**src/rtl/bcd_xs3_seq_ctrl_if.sv**
```systemverilog
// Handshake bundle between a BCD source, the excess-3 sequencer and its consumer.
// The slave modport is the sequencer; the master modport is the source/consumer side.
interface bcd_xs3_seq_ctrl_if #(
    parameter int DIGITS = 4
);
    logic                  in_valid;
    logic                  in_ready;
    logic [4*DIGITS-1:0]   in_bcd;
    logic                  out_valid;
    logic                  out_ready;
    logic [4*DIGITS-1:0]   out_xs3;
    logic                  out_err;
    logic                  busy;

    modport slave (
        input  in_valid,
        input  in_bcd,
        input  out_ready,
        output in_ready,
        output out_valid,
        output out_xs3,
        output out_err,
        output busy
    );

    modport master (
        output in_valid,
        output in_bcd,
        output out_ready,
        input  in_ready,
        input  out_valid,
        input  out_xs3,
        input  out_err,
        input  busy
    );
endinterface

```
**src/rtl/bcd_xs3_seq_ctrl.sv**
```systemverilog
// BCD-to-excess-3 sequencer: one shared add-3 unit walks the latched word one digit
// per clock, LSB digit first, then holds the result until the consumer takes it.
module bcd_xs3_seq_ctrl #(
    parameter int DIGITS = 4
) (
    input  logic              clk,
    input  logic              rst,
    bcd_xs3_seq_ctrl_if.slave bus
);
    localparam int DW   = 4 * DIGITS;
    localparam int IDXW = (DIGITS > 1) ? $clog2(DIGITS) : 1;
    localparam logic [IDXW-1:0] IDX_LAST = IDXW'(DIGITS - 1);
    localparam logic [IDXW-1:0] IDX_ONE  = IDXW'(1);

    typedef enum logic [1:0] {
        ST_IDLE = 2'd0,
        ST_CONV = 2'd1,
        ST_DONE = 2'd2
    } state_t;

    // The shared add-3 unit; illegal digits wrap modulo 16.
    function automatic logic [3:0] add3(input logic [3:0] d);
        return d + 4'd3;
    endfunction

    function automatic logic digit_illegal(input logic [3:0] d);
        return (d > 4'd9);
    endfunction

    state_t          state_r;
    state_t          state_nxt_s;
    logic            accept_s;
    logic [3:0]      digit_s;
    logic [IDXW-1:0] idx_r;
    logic [DW-1:0]   bcd_r;
    logic [DW-1:0]   xs3_r;
    logic            err_r;
    logic            in_ready_r;
    logic            out_valid_r;
    logic            busy_r;

    // Digit currently presented to the add-3 unit.
    always_comb begin
        digit_s = bcd_r[{idx_r, 2'b00} +: 4];
    end

    // Next-state logic; in_valid outside IDLE and out_ready outside DONE are ignored.
    always_comb begin
        state_nxt_s = state_r;
        accept_s    = 1'b0;
        case (state_r)
            ST_IDLE: begin
                if (bus.in_valid && in_ready_r) begin
                    accept_s    = 1'b1;
                    state_nxt_s = ST_CONV;
                end else begin
                    state_nxt_s = ST_IDLE;
                end
            end
            ST_CONV: begin
                if (idx_r == IDX_LAST) begin
                    state_nxt_s = ST_DONE;
                end else begin
                    state_nxt_s = ST_CONV;
                end
            end
            ST_DONE: begin
                if (bus.out_ready) begin
                    state_nxt_s = ST_IDLE;
                end else begin
                    state_nxt_s = ST_DONE;
                end
            end
            default: begin
                state_nxt_s = ST_IDLE;
            end
        endcase
    end

    // State register.
    always_ff @(posedge clk) begin
        if (rst) begin
            state_r <= ST_IDLE;
        end else begin
            state_r <= state_nxt_s;
        end
    end

    // Handshake outputs are registered from the next state so they line up with it.
    always_ff @(posedge clk) begin
        if (rst) begin
            in_ready_r  <= 1'b1;
            out_valid_r <= 1'b0;
            busy_r      <= 1'b0;
        end else begin
            in_ready_r  <= (state_nxt_s == ST_IDLE);
            out_valid_r <= (state_nxt_s == ST_DONE);
            busy_r      <= (state_nxt_s != ST_IDLE);
        end
    end

    // Datapath: latch on accept, convert one digit per CONV cycle, hold otherwise.
    always_ff @(posedge clk) begin
        if (rst) begin
            bcd_r <= {DW{1'b0}};
            xs3_r <= {DW{1'b0}};
            err_r <= 1'b0;
            idx_r <= {IDXW{1'b0}};
        end else begin
            case (state_r)
                ST_IDLE: begin
                    if (accept_s) begin
                        bcd_r <= bus.in_bcd;
                        xs3_r <= {DW{1'b0}};
                        err_r <= 1'b0;
                        idx_r <= {IDXW{1'b0}};
                    end
                end
                ST_CONV: begin
                    xs3_r[{idx_r, 2'b00} +: 4] <= add3(digit_s);
                    err_r <= err_r | digit_illegal(digit_s);
                    if (idx_r != IDX_LAST) begin
                        idx_r <= idx_r + IDX_ONE;
                    end
                end
                ST_DONE: begin
                    err_r <= err_r;
                end
                default: begin
                    idx_r <= {IDXW{1'b0}};
                end
            endcase
        end
    end

    assign bus.in_ready  = in_ready_r;
    assign bus.out_valid = out_valid_r;
    assign bus.out_xs3   = xs3_r;
    assign bus.out_err   = err_r;
    assign bus.busy      = busy_r;
endmodule

```
**src/flat_wrapper.sv**
```systemverilog
// flat-port wrapper written by rule: the top's interface ports become plain ports
module bcd_xs3_seq_ctrl_flat 
#(
    parameter int DIGITS = 4
)
  (clk, rst, bus_in_valid, bus_in_bcd, bus_out_ready, bus_in_ready, bus_out_valid, bus_out_xs3, bus_out_err, bus_busy);
  bcd_xs3_seq_ctrl_if #(.DIGITS(DIGITS)) bus_i ();
  input  logic clk;
  input  logic rst;
  input wire logic [$bits(bus_i.in_valid)-1:0] bus_in_valid;
  input wire logic [$bits(bus_i.in_bcd)-1:0] bus_in_bcd;
  input wire logic [$bits(bus_i.out_ready)-1:0] bus_out_ready;
  output wire logic [$bits(bus_i.in_ready)-1:0] bus_in_ready;
  output wire logic [$bits(bus_i.out_valid)-1:0] bus_out_valid;
  output wire logic [$bits(bus_i.out_xs3)-1:0] bus_out_xs3;
  output wire logic [$bits(bus_i.out_err)-1:0] bus_out_err;
  output wire logic [$bits(bus_i.busy)-1:0] bus_busy;
  assign bus_i.in_valid = bus_in_valid;
  assign bus_i.in_bcd = bus_in_bcd;
  assign bus_i.out_ready = bus_out_ready;
  assign bus_in_ready = bus_i.in_ready;
  assign bus_out_valid = bus_i.out_valid;
  assign bus_out_xs3 = bus_i.out_xs3;
  assign bus_out_err = bus_i.out_err;
  assign bus_busy = bus_i.busy;
  bcd_xs3_seq_ctrl #(.DIGITS(DIGITS)) u_core (.clk(clk), .rst(rst), .bus(bus_i));
endmodule
```
**config.mk**
```make
export PLATFORM = sky130hd
export DESIGN_NAME = bcd_xs3_seq_ctrl_flat
export DESIGN_NICKNAME = d
export VERILOG_FILES = /design/src/rtl/bcd_xs3_seq_ctrl_if.sv /design/src/rtl/bcd_xs3_seq_ctrl.sv /design/src/flat_wrapper.sv
export SDC_FILE = /design/constraint.sdc
export NUM_CORES = 1
export LEC_CHECK = 0
export CORE_MARGIN = 3
export CORE_UTILIZATION = 44
export DETAILED_ROUTE_END_ITERATION = 8
export MAX_ROUTING_LAYER = met4
export PLACE_DENSITY = 0.86
export RECOVER_POWER = 100
export REMOVE_ABC_BUFFERS = 1
export SETUP_SLACK_MARGIN = 0.3
export SYNTH_ARGS = -nofsm -noshare
export SYNTH_HDL_FRONTEND = slang
export SYNTH_SLANG_ARGS = --single-unit
```
**constraint.sdc**
```tcl
create_clock -name clk -period 2 [get_ports clk]
set_input_delay 0.4 -clock clk [delete_from_list [all_inputs] [get_ports clk]]
set_output_delay 0.4 -clock clk [all_outputs]
set_load 0.05 [all_outputs]
```
# == Word level (Yosys, flattened, before mapping) ==
# Cells that the tools add are included.
# word_totals
reg_bits,40
latchBits,0
ram_bits,0
rom_bits,0
output_inout_bits,20
memories,0
# op_classes
add_sub_neg,3
n_mul,0
div_mod_pow,0
magnitude_cmp,1
n_eq_ne,7
shifts,3
n_mux,14
bitwise_logic,2
reduce_logical,8
# ops
op,count
one-hot mux 16 bit (2 select lines),1
bitwise mux 16 bit,1
2-to-1 mux 16 bit,1
variable shift 4 x 6 -> 16 bit (first input constant),1
variable part select 16 x 5 -> 4 bit,1
variable part select 4 x 6 -> 16 bit,1
one-hot mux 2 bit (3 select lines),2
2-to-1 mux 2 bit,4
equality test 2 bit (second input constant),3
negator 4 -> 6 bit,1
adder 4 x 2 -> 4 bit (second input constant),1
> comparator 4 bit (second input constant),1
logical NOT 2 bit,2
2-to-1 mux 1 bit,4
!= test 2 x 1 -> 1 bit (second input constant),2
AND reduction 2 bit,2
nonzero test 2 bit,2
AND reduction 3 bit,1
adder 2 x 1 -> 2 bit (second input constant),1
equality test 2 x 1 -> 1 bit (second input constant),1
!= test 2 bit (second input constant),1
one-hot mux 1 bit (2 select lines),1
logical AND 1 bit,1
inverter 1 bit,1
OR 1 bit,1

# == Logic depth before layout (Yosys ltp) ==
# Gate-level depths: netlist of run 1.
# depth
ltp_word,5
mapped_depth,7
depth_no_buf,6

# == Worst setup path before layout of run 1 ==
# Ideal clock, no wire load.
# synth_path
path_kind,register to register
startpoint,reg u_core.idx_r[0]
endpoint,"reg u_core.xs3_r[7], in the netlist u_core.bus.out_xs3[7]"
setup_time_ns,0.106
arrival_ns,2.101
required_ns,1.894
setup_slack_ns,-0.207
stages_incl_launch_ff,8
n_path_buf,1
synth_period_minus_slack_ns,2.207
cell_sequence,dfxtp_1 buf_6 inv_1 ha_1 nor4bb_1 nand2_1 or4_1 o311ai_0
# synth_between
elab_chain_cells,5
# synth_lines
element,line,source
"start, declared",bcd_xs3_seq_ctrl.sv:34,logic [IDXW-1:0] idx_r;
"start signal, assigned",bcd_xs3_seq_ctrl.sv:108,idx_r <= {IDXW{1'b0}};
"start signal, assigned",bcd_xs3_seq_ctrl.sv:116,idx_r <= {IDXW{1'b0}};
"start signal, assigned",bcd_xs3_seq_ctrl.sv:123,idx_r <= idx_r + IDX_ONE;
variable part select 16 x 5 -> 4 bit,bcd_xs3_seq_ctrl.sv:44,"digit_s = bcd_r[{idx_r, 2'b00} +: 4];"
adder 4 x 2 -> 4 bit,bcd_xs3_seq_ctrl.sv:23,return d + 4'd3;
variable part select 4 x 6 -> 16 bit,bcd_xs3_seq_ctrl.sv:120,"xs3_r[{idx_r, 2'b00} +: 4] <= add3(digit_s);"
bitwise mux 16 bit *,bcd_xs3_seq_ctrl.sv:120,
one-hot mux 16 bit (2 select lines) *,bcd_xs3_seq_ctrl.sv:110,case (state_r)
"end signal, assigned",bcd_xs3_seq_ctrl.sv:106,xs3_r <= {DW{1'b0}};
"end signal, assigned",bcd_xs3_seq_ctrl.sv:114,xs3_r <= {DW{1'b0}};
"end signal, assigned by index",bcd_xs3_seq_ctrl.sv:120,
"end, declared",bcd_xs3_seq_ctrl.sv:36,logic [DW-1:0] xs3_r;
# Every way passes the cells marked *; elsewhere a longest branch is shown, timed or not.
# A chain may end at the register's enable or synchronous reset.

# == Worst setup path after layout of run 1 ==
# layout_path
startpoint,reg u_core.idx_r[0]
endpoint,"reg u_core.xs3_r[15], in the netlist u_core.bus.out_xs3[15]"
# Same word-level chain as after synthesis.

==> summary.txt, run 1 <==
Outcome = complete, no violations
Cell area after synthesis = 1740 um^2
Clock sink total = 40
Core area = 3740 um^2
Clock skew = 4.40 ps
Hold Path End = u_core.bcd_r[11]$_SDFFE_PP0P_
Crit-path max cell delay = 510 ps
Mux share of post-synthesis cell area = 5.40%
Yosys reg bits = 40
Max Cap Viol = 0
Synth-to-Final Area Change = 40.3%
Area leader, netlist = dfxtp_1
Synth Area in Simple Gates = 23.1%
Largest family of logic cells by synthesized area = simple AND/OR/NAND/NOR gates
Setup crit end kind = register
Hold path start = u_core.bcd_r[11]$_SDFFE_PP0P_
First-pass GRT wire length = 6.78 mm
Pwr/cell area = 729 nW/um^2
Clock Path Buffers = 2
Post-route ant nets = 0
Worst skew pair latency = 290 ps
Worst R2R End = u_core.bus.out_xs3[15]$_SDFFE_PP0P_
TritonCTS clock tree = yes
Post-synth top area share = 46.1%
Largest net degree at the start of global routing = 33
Post-DR vias/cell = 5.32
Post-synthesis average cell area = 8.95 um^2
Critical path type = register to register
Total CTS buffers = 5
GRT Total Usage = 19.7%
Fill cells = 331
Worst slew pin tran = 487 ps
Slew HR = 67.6%
Worst-path clk slew = 70 ps
DRC errors left = 0
Routability cong. = 0.952
Unique cell type count in the Yosys netlist = 32
Final HPWL DP = 2.84 mm
R2R cell count = 6
Reg2reg setup slack = 130 ps
Post-Synthesis Cells = 194
Final Max Slew Viols = 0
RSZ-0062 raised after global routing = yes
Detailed Route Iter0 Violations = 86
Die Y = 68.8 um
Final Power = 0.00178 W
Drt first pass iters = 4
Die area = 4740 um^2
Hold Vio Cnt, Final = 0
Count of input and output buffers = 39
P_leak = 1.01 nW
Vias in the first global route = 1,502
Most area-consuming cells after synthesis = dfxtp_1, nand2_1, a21oi_1, a2bb2oi_1, ha_1
Adder-Cell Fraction of Synth Area = 4.32%
Worst EP arrival = 2110 ps
Initial antenna violation count = 0
Critical Path Slowest Stage Cell = or4b_1
Fin nets = 280
Reg area = 806 um^2
Gr ovfl total = 0
Post-synthesis sequential area ratio = 46.1%
Worst Path Max Fanout = 6
XOR/XNOR Fraction of Synth Area = 0.504%
Worst R2R Start = u_core.idx_r[0]$_SDFFE_PP0P_
Critical Path RT = 2240 ps
# setup viols final = 0
# diodes = 0
H-tree Lvls = 2
Starting Density = 46.4%
Fin Hold WS = 458 ps
WHS Path Cells = 2
Boundary Pins = 40
Multi-input gate area = 915 um^2
Clk root buf = clkbuf_8
Row cnt = 22
F_max = 534 MHz
Die width = 68.8 um
Via Count = 1,612
Compound-Gate Fraction of Synth Area = 16.4%
Worst-path cell chain = buf_6 -> ha_2 -> nand3b_1 -> or4_1 -> or4b_1 -> nand3_1
Share of layout cells above drive strength 1 = 16.5%
Wire per inst = 13.4 um
WL final = 4.07 mm
Period utilization = 93.7%
Ys Warns = 0
Fin crit period = 1870 ps
Worst hold path type = register to register
Crit start category = register
Peak supply drop = 0.394 mV
==> area by class of cell <==
type | count | area share [%]
well taps | 48 | 2.46
clock buffers | 8 | 3.70
repair buffers | 64 | 22.6
multi-input cells | 139 | 37.5
flip-flops and latches | 40 | 33.1
inverters | 4 | 0.616
==> layout by cell type (no fill, tap or decap), types with 3 or more instances in the layout <==
| master | instances |
|---|---|
| clkbuf_1 | 6 |
| nor2_1 | 16 |
| dlygate4sd2_1 | 20 |
| ha_1 | 3 |
| nand2_1 | 39 |
| nand2b_1 | 3 |
| nand3_1 | 5 |
| a21oi_1 | 25 |
| inv_1 | 4 |
| dfxtp_1 | 38 |
| clkdlybuf4s50_1 | 19 |
| buf_4 | 17 |
| a2bb2oi_1 | 8 |
| or4_1 | 5 |
| clkbuf_8 | 6 |
| mux4_2 | 4 |
| nand3b_1 | 5 |
==> kinds of logic (layout without fill, tap and decap cells) <==
logic type	Yosys count	after routing
adder cells (fa/ha/maj)	6	6
AO/OA/AOI/OAI	45	45
buffers and inverters	15	76
AND/OR/NAND/NOR	83	83
flip-flops	40	40
multiplexers	4	4
XOR/XNOR	1	1
==> power by group <==
| group | internal (W) | switching, W |
|---|---|---|
| logic | 0.000175 | 0.000202 |
| registers | 0.000834 | 0.0000234 |
| clock network | 0.000281 | 0.000263 |
| total | 0.00129 | 0.000488 |
==> flip-flops by register name, summed over array words and instances (netlist names) <==
register	count
u_core.idx_r	2
u_core.bus.out_valid	1
u_core.bus.busy	1
u_core.bus.out_err	1
u_core.bcd_r	16
u_core.state_r	2
u_core.bus.out_xs3	16
u_core.bus.in_ready	1
==> what timing repair did <==
item | 4_1_cts | 5_1_grt
pin swaps | 9 | 3
resized for setup | 36 | 5
setup endpoints to repair | 34 | 19
hold buffers | 0 | 0
setup buffers | 7 | 4
==> synth_stat cells <==
| library cell | number |
|---|---|
| inv_1 | 4 |
| nand3_1 | 5 |
| nor2_1 | 16 |
| dfxtp_1 | 40 |
| nor3_1 | 1 |
| a32oi_1 | 2 |
| or2_2 | 1 |
| nand2_1 | 39 |
| a2bb2oi_1 | 9 |
| a21oi_1 | 26 |
| mux4_1 | 1 |
| a22oi_1 | 1 |
| nand4b_1 | 1 |
| ha_1 | 6 |
| or4b_1 | 1 |
| o21ai_0 | 1 |
| nor4bb_1 | 2 |
| a31oi_1 | 1 |
| o21a_1 | 1 |
| nor3b_1 | 1 |
| o311ai_0 | 2 |
| nand2b_1 | 3 |
| nand3b_1 | 5 |
| o21bai_1 | 1 |
| or4_1 | 5 |
| clkbuf_1 | 9 |
| mux4_2 | 3 |
| nor2b_1 | 2 |
| o211ai_1 | 1 |
| xnor2_1 | 1 |
| and2_1 | 1 |
| buf_6 | 2 |
==> worst max path at each step <==
stage                                                     end  cells past startpoint                      startpoint  slack, ps
after detailed placement   u_core.bus.out_xs3[6]$_SDFFE_PP0P_                      6    u_core.idx_r[0]$_SDFFE_PP0P_        -30
after floorplan           u_core.bus.out_xs3[11]$_SDFFE_PP0P_                      4  u_core.bus.in_ready$_SDFF_PP1_       -980
final                     u_core.bus.out_xs3[15]$_SDFFE_PP0P_                      6    u_core.idx_r[0]$_SDFFE_PP0P_        130
after global routing      u_core.bus.out_xs3[15]$_SDFFE_PP0P_                      6    u_core.idx_r[0]$_SDFFE_PP0P_         50
after CTS                 u_core.bus.out_xs3[15]$_SDFFE_PP0P_                      6    u_core.idx_r[0]$_SDFFE_PP0P_        140
after global placement     u_core.bus.out_xs3[6]$_SDFFE_PP0P_                      6    u_core.idx_r[0]$_SDFFE_PP0P_         30
==> through the flow <==
step                setup TNS [ps]  worst slack [ps]  cells  cell area (um^2)  util (%)
floorplan                   -28550              -983    183              1680         -
global placement                 0              27.0    284              2260      60.5
detailed placement           -60.7             -34.7    284              2260      60.5
CTS                              0               144    299              2440      65.3
global route                     0              49.1    303              2440      65.1
finish                           0               126    303              2440      65.1
==> layer usage <==
metal / vias up / routed length [um] / global-route usage (%)
met3: 5 / 206 / 5.67
met4: 0 / 38 / 4.38
li1: 804 / - / -
met1: 755 / 1780 / 23.0
met2: 48 / 2050 / 33.5
met5: - / 0 / -
==> critical path: cells and delay by family, from the launching register on <==
kind | cells | cell delay, ps
adders and majority gates | 1 | 180
buffers and inverters | 1 | 140
DFF | 1 | 350
and+or+nand+nor | 4 | 1140
(Power assumes the default switching activity.)
==> inputs of run 2 (changes only) <==
--- a/config.mk
+++ b/config.mk
@@ -12,7 +12,6 @@
 export PLACE_DENSITY = 0.86
 export RECOVER_POWER = 100
 export REMOVE_ABC_BUFFERS = 1
-export SETUP_SLACK_MARGIN = 0.3
 export SYNTH_ARGS = -nofsm -noshare
 export SYNTH_HDL_FRONTEND = slang
 export SYNTH_SLANG_ARGS = --single-unit
==> run 2 against run 1 <==
Net effect: sequential power is essentially flat; largest cell class unchanged; wire length decreased by 7.0%; non-clock buffer count is 10 lower; flip-flop and latch count is the same; hold slack is essentially flat; register-to-register slack lost 70 ps; setup slack worse by 65 ps; highest routed layer unchanged; combinational power is 8.0% lower; clock power hardly changed; final cell count fell by 3.3%; sequential share of layout area increased by 0.71 points; utilization fell by 1.4 points.
==> summary.txt, run 2 (same netlist as run 1, synthesis figures left out) <==
Outcome = complete, no violations
Slew HR = 66.5% (-1.2 points)
Hold buffers post-CTS = 0 (unchanged)
GRT Total Usage = 18.3% (-1.3 points)
Pwr/cell area = 732 nW/um^2 (+0.32%)
Period utilization = 96.9% (+3.3 points)
Worst EP arrival = 2170 ps (+60 ps)
First-pass GRT wire length = 6.35 mm (-6.2%)
TritonCTS clock tree = yes
DRC errors left = 0 (unchanged)
Post-route ant nets = 0 (unchanged)
WL final = 3.78 mm (-7.0%)
P_int = 0.00127 W (-1.3%)
Worst R2R Start = u_core.idx_r[0]$_SDFFE_PP0P_
Crit start category = register
H-tree Lvls = 2 (unchanged)
Worst R2R End = u_core.bus.out_xs3[15]$_SDFFE_PP0P_
Count of input and output buffers = 39 (unchanged)
PnR worst setup slack = 61.3 ps (-65.2 ps)
Clock sink total = 40 (unchanged)
Die Y = 68.8 um (unchanged)
Total CTS buffers = 5 (unchanged)
Vias in the first global route = 1,439 (-4.2%)
Gr ovfl total = 0 (unchanged)
Hold path start = u_core.bcd_r[3]$_SDFFE_PP0P_
Psw = 0.000473 W (-3.1%)
Row cnt = 22 (unchanged)
Boundary Pins = 40 (unchanged)
Initial antenna violation count = 0 (unchanged)
Core area = 3740 um^2 (unchanged)
Sw frac = 27.1% (-0.36 points)
Synth-to-Final Area Change = 37.4%
Hold Path End = u_core.bcd_r[3]$_SDFFE_PP0P_
Worst-path clk slew = 70 ps (about the same)
Post-DR vias/cell = 5.32 (about the same)
Final Max Slew Viols = 0 (unchanged)
Hold Vio Cnt, Final = 0 (unchanged)
Clk root buf = clkbuf_8
Reg2reg setup slack = 60 ps (-70 ps)
Detailed Route Iter0 Violations = 70 (-19%)
Most frequent cells in the layout = nand2_1, dfxtp_1, a21oi_1
Max Cap Viol = 0 (unchanged)
P_leak = 0.951 nW (-6.1%)
Largest net degree at the start of global routing = 33 (unchanged)
Critical path type = register to register
Starting Density = 46.4% (unchanged)
# setup viols final = 0 (unchanged)
Die width = 68.8 um (unchanged)
R2R cell count = 5 (-1)
Register share of total power = 49.1% (+0.9 points)
Worst slew pin tran = 501 ps (+13.8 ps)
Setup crit end kind = register
Dpl ws = -34.7 ps (unchanged)
Critical Path RT = 2230 ps (about the same)
Drt first pass iters = 5 (+1)
Share of layout cells above drive strength 1 = 11.8% (-4.6 points)
WHS Path Cells = 2 (unchanged)
Fin crit period = 1940 ps (+65.2 ps)
Peak supply drop = 0.378 mV (-3.9%)
Worst Path Max Fanout = 8 (+2)
Clock skew = 3.89 ps (-0.511 ps)
Final HPWL DP = 2.84 mm (unchanged)
Clock Path Buffers = 2 (unchanged)
Fin Hold WS = 458 ps (-0.385 ps)
Commonest non-fill, non-tap cell in the layout = nand2_1
Routability cong. = 0.952 (unchanged)
Clk pwr share = 31.0% (+0.4 points)
Via Count = 1,559 (-3.3%)
# diodes = 0 (unchanged)
Fin nets = 270 (-3.6%)
Die area = 4740 um^2 (unchanged)
Worst skew pair latency = 290 ps (about the same)
Power share of the combinational group = 19.9% (-1.3 points)
Wire per inst = 12.9 um (-3.8%)
Worst hold path type = register to register
F_max = 516 MHz (-3.4%)
## run 2: changes by cell type in the layout (fill, tap and decap cells not counted), moves of 2 or more
cell and delta:
ha_1 +2, dlygate4sd3_1 +21, buf_4 -8, nor4bb_1 -2, dlygate4sd2_1 -20
## run 2: per-stage QoR
stage	std cells	total power (W)	cell area [um^2]	utilization, %	TNS (ps)
after floorplan	183	0.00107	1680	-	-28550
after global placement	284	0.00121	2260	60.5	0
after detailed placement	284	0.00122	2260	60.5	-60.7
after CTS	292	0.00176	2360	63.1	0
after global routing	293	0.00183	2390	63.7	-63.9
final	293	0.00175	2390	63.7	0
## run 2: repair_timing
item / CTS / global route
endpoints found under the setup margin: 6 / 7
resized for setup: 2 / 7
buffers inserted: 0 / 1
## run 2: worst max-delay path, stage by stage, from the launching register on
cell and delay, ps:
dfxtp_2 350, buf_6 140, mux4_2 540, o21a_1 260, or4b_1 510, nand3_1 90
## run 2: power groups by stage
stage	Combinational (W)	Clock (W)	Sequential (W)
2_1_floorplan	0.000158	0	0.000909
3_3_place_gp	0.000334	0	0.000875
3_5_place_dp	0.000339	0	0.000877
4_1_cts	0.000346	0.000558	0.000858
5_1_grt	0.000381	0.000585	0.000862
6_report	0.000347	0.000541	0.000857
## run 2: worst max-delay path by stage
stage	startpoint	endpoint	slack [ps]	cells past startpoint
3_3_place_gp	u_core.idx_r[0]$_SDFFE_PP0P_	u_core.bus.out_xs3[6]$_SDFFE_PP0P_	30	6
5_1_grt	u_core.idx_r[1]$_SDFFE_PP0P_	u_core.bus.out_xs3[11]$_SDFFE_PP0P_	-40	7
3_5_place_dp	u_core.idx_r[0]$_SDFFE_PP0P_	u_core.bus.out_xs3[6]$_SDFFE_PP0P_	-30	6
2_1_floorplan	u_core.bus.in_ready$_SDFF_PP1_	u_core.bus.out_xs3[11]$_SDFFE_PP0P_	-980	4
6_report	u_core.idx_r[0]$_SDFFE_PP0P_	u_core.bus.out_xs3[15]$_SDFFE_PP0P_	60	5
4_1_cts	u_core.idx_r[0]$_SDFFE_PP0P_	u_core.bus.out_xs3[15]$_SDFFE_PP0P_	10	5
## run 2: cell type report
cell class	count	area (um^2)
Clock buffer	8	90.1
Fill cell	341	1360
Inverter	4	15.0
Multi-Input combinational cell	139	910
Sequential cell	40	806
Tap cell	48	60.1
Timing Repair Buffer	54	505
## run 2: metal layers
metal  share of wire (%)  vias to the layer above  GRT usage (%)
met4                0.90                        0           3.89
li1                    -                      785              -
met3                 5.0                        5           5.51
met5                   0                        -              -
met2                  50                       42           31.1
met1                  44                      727           21.5
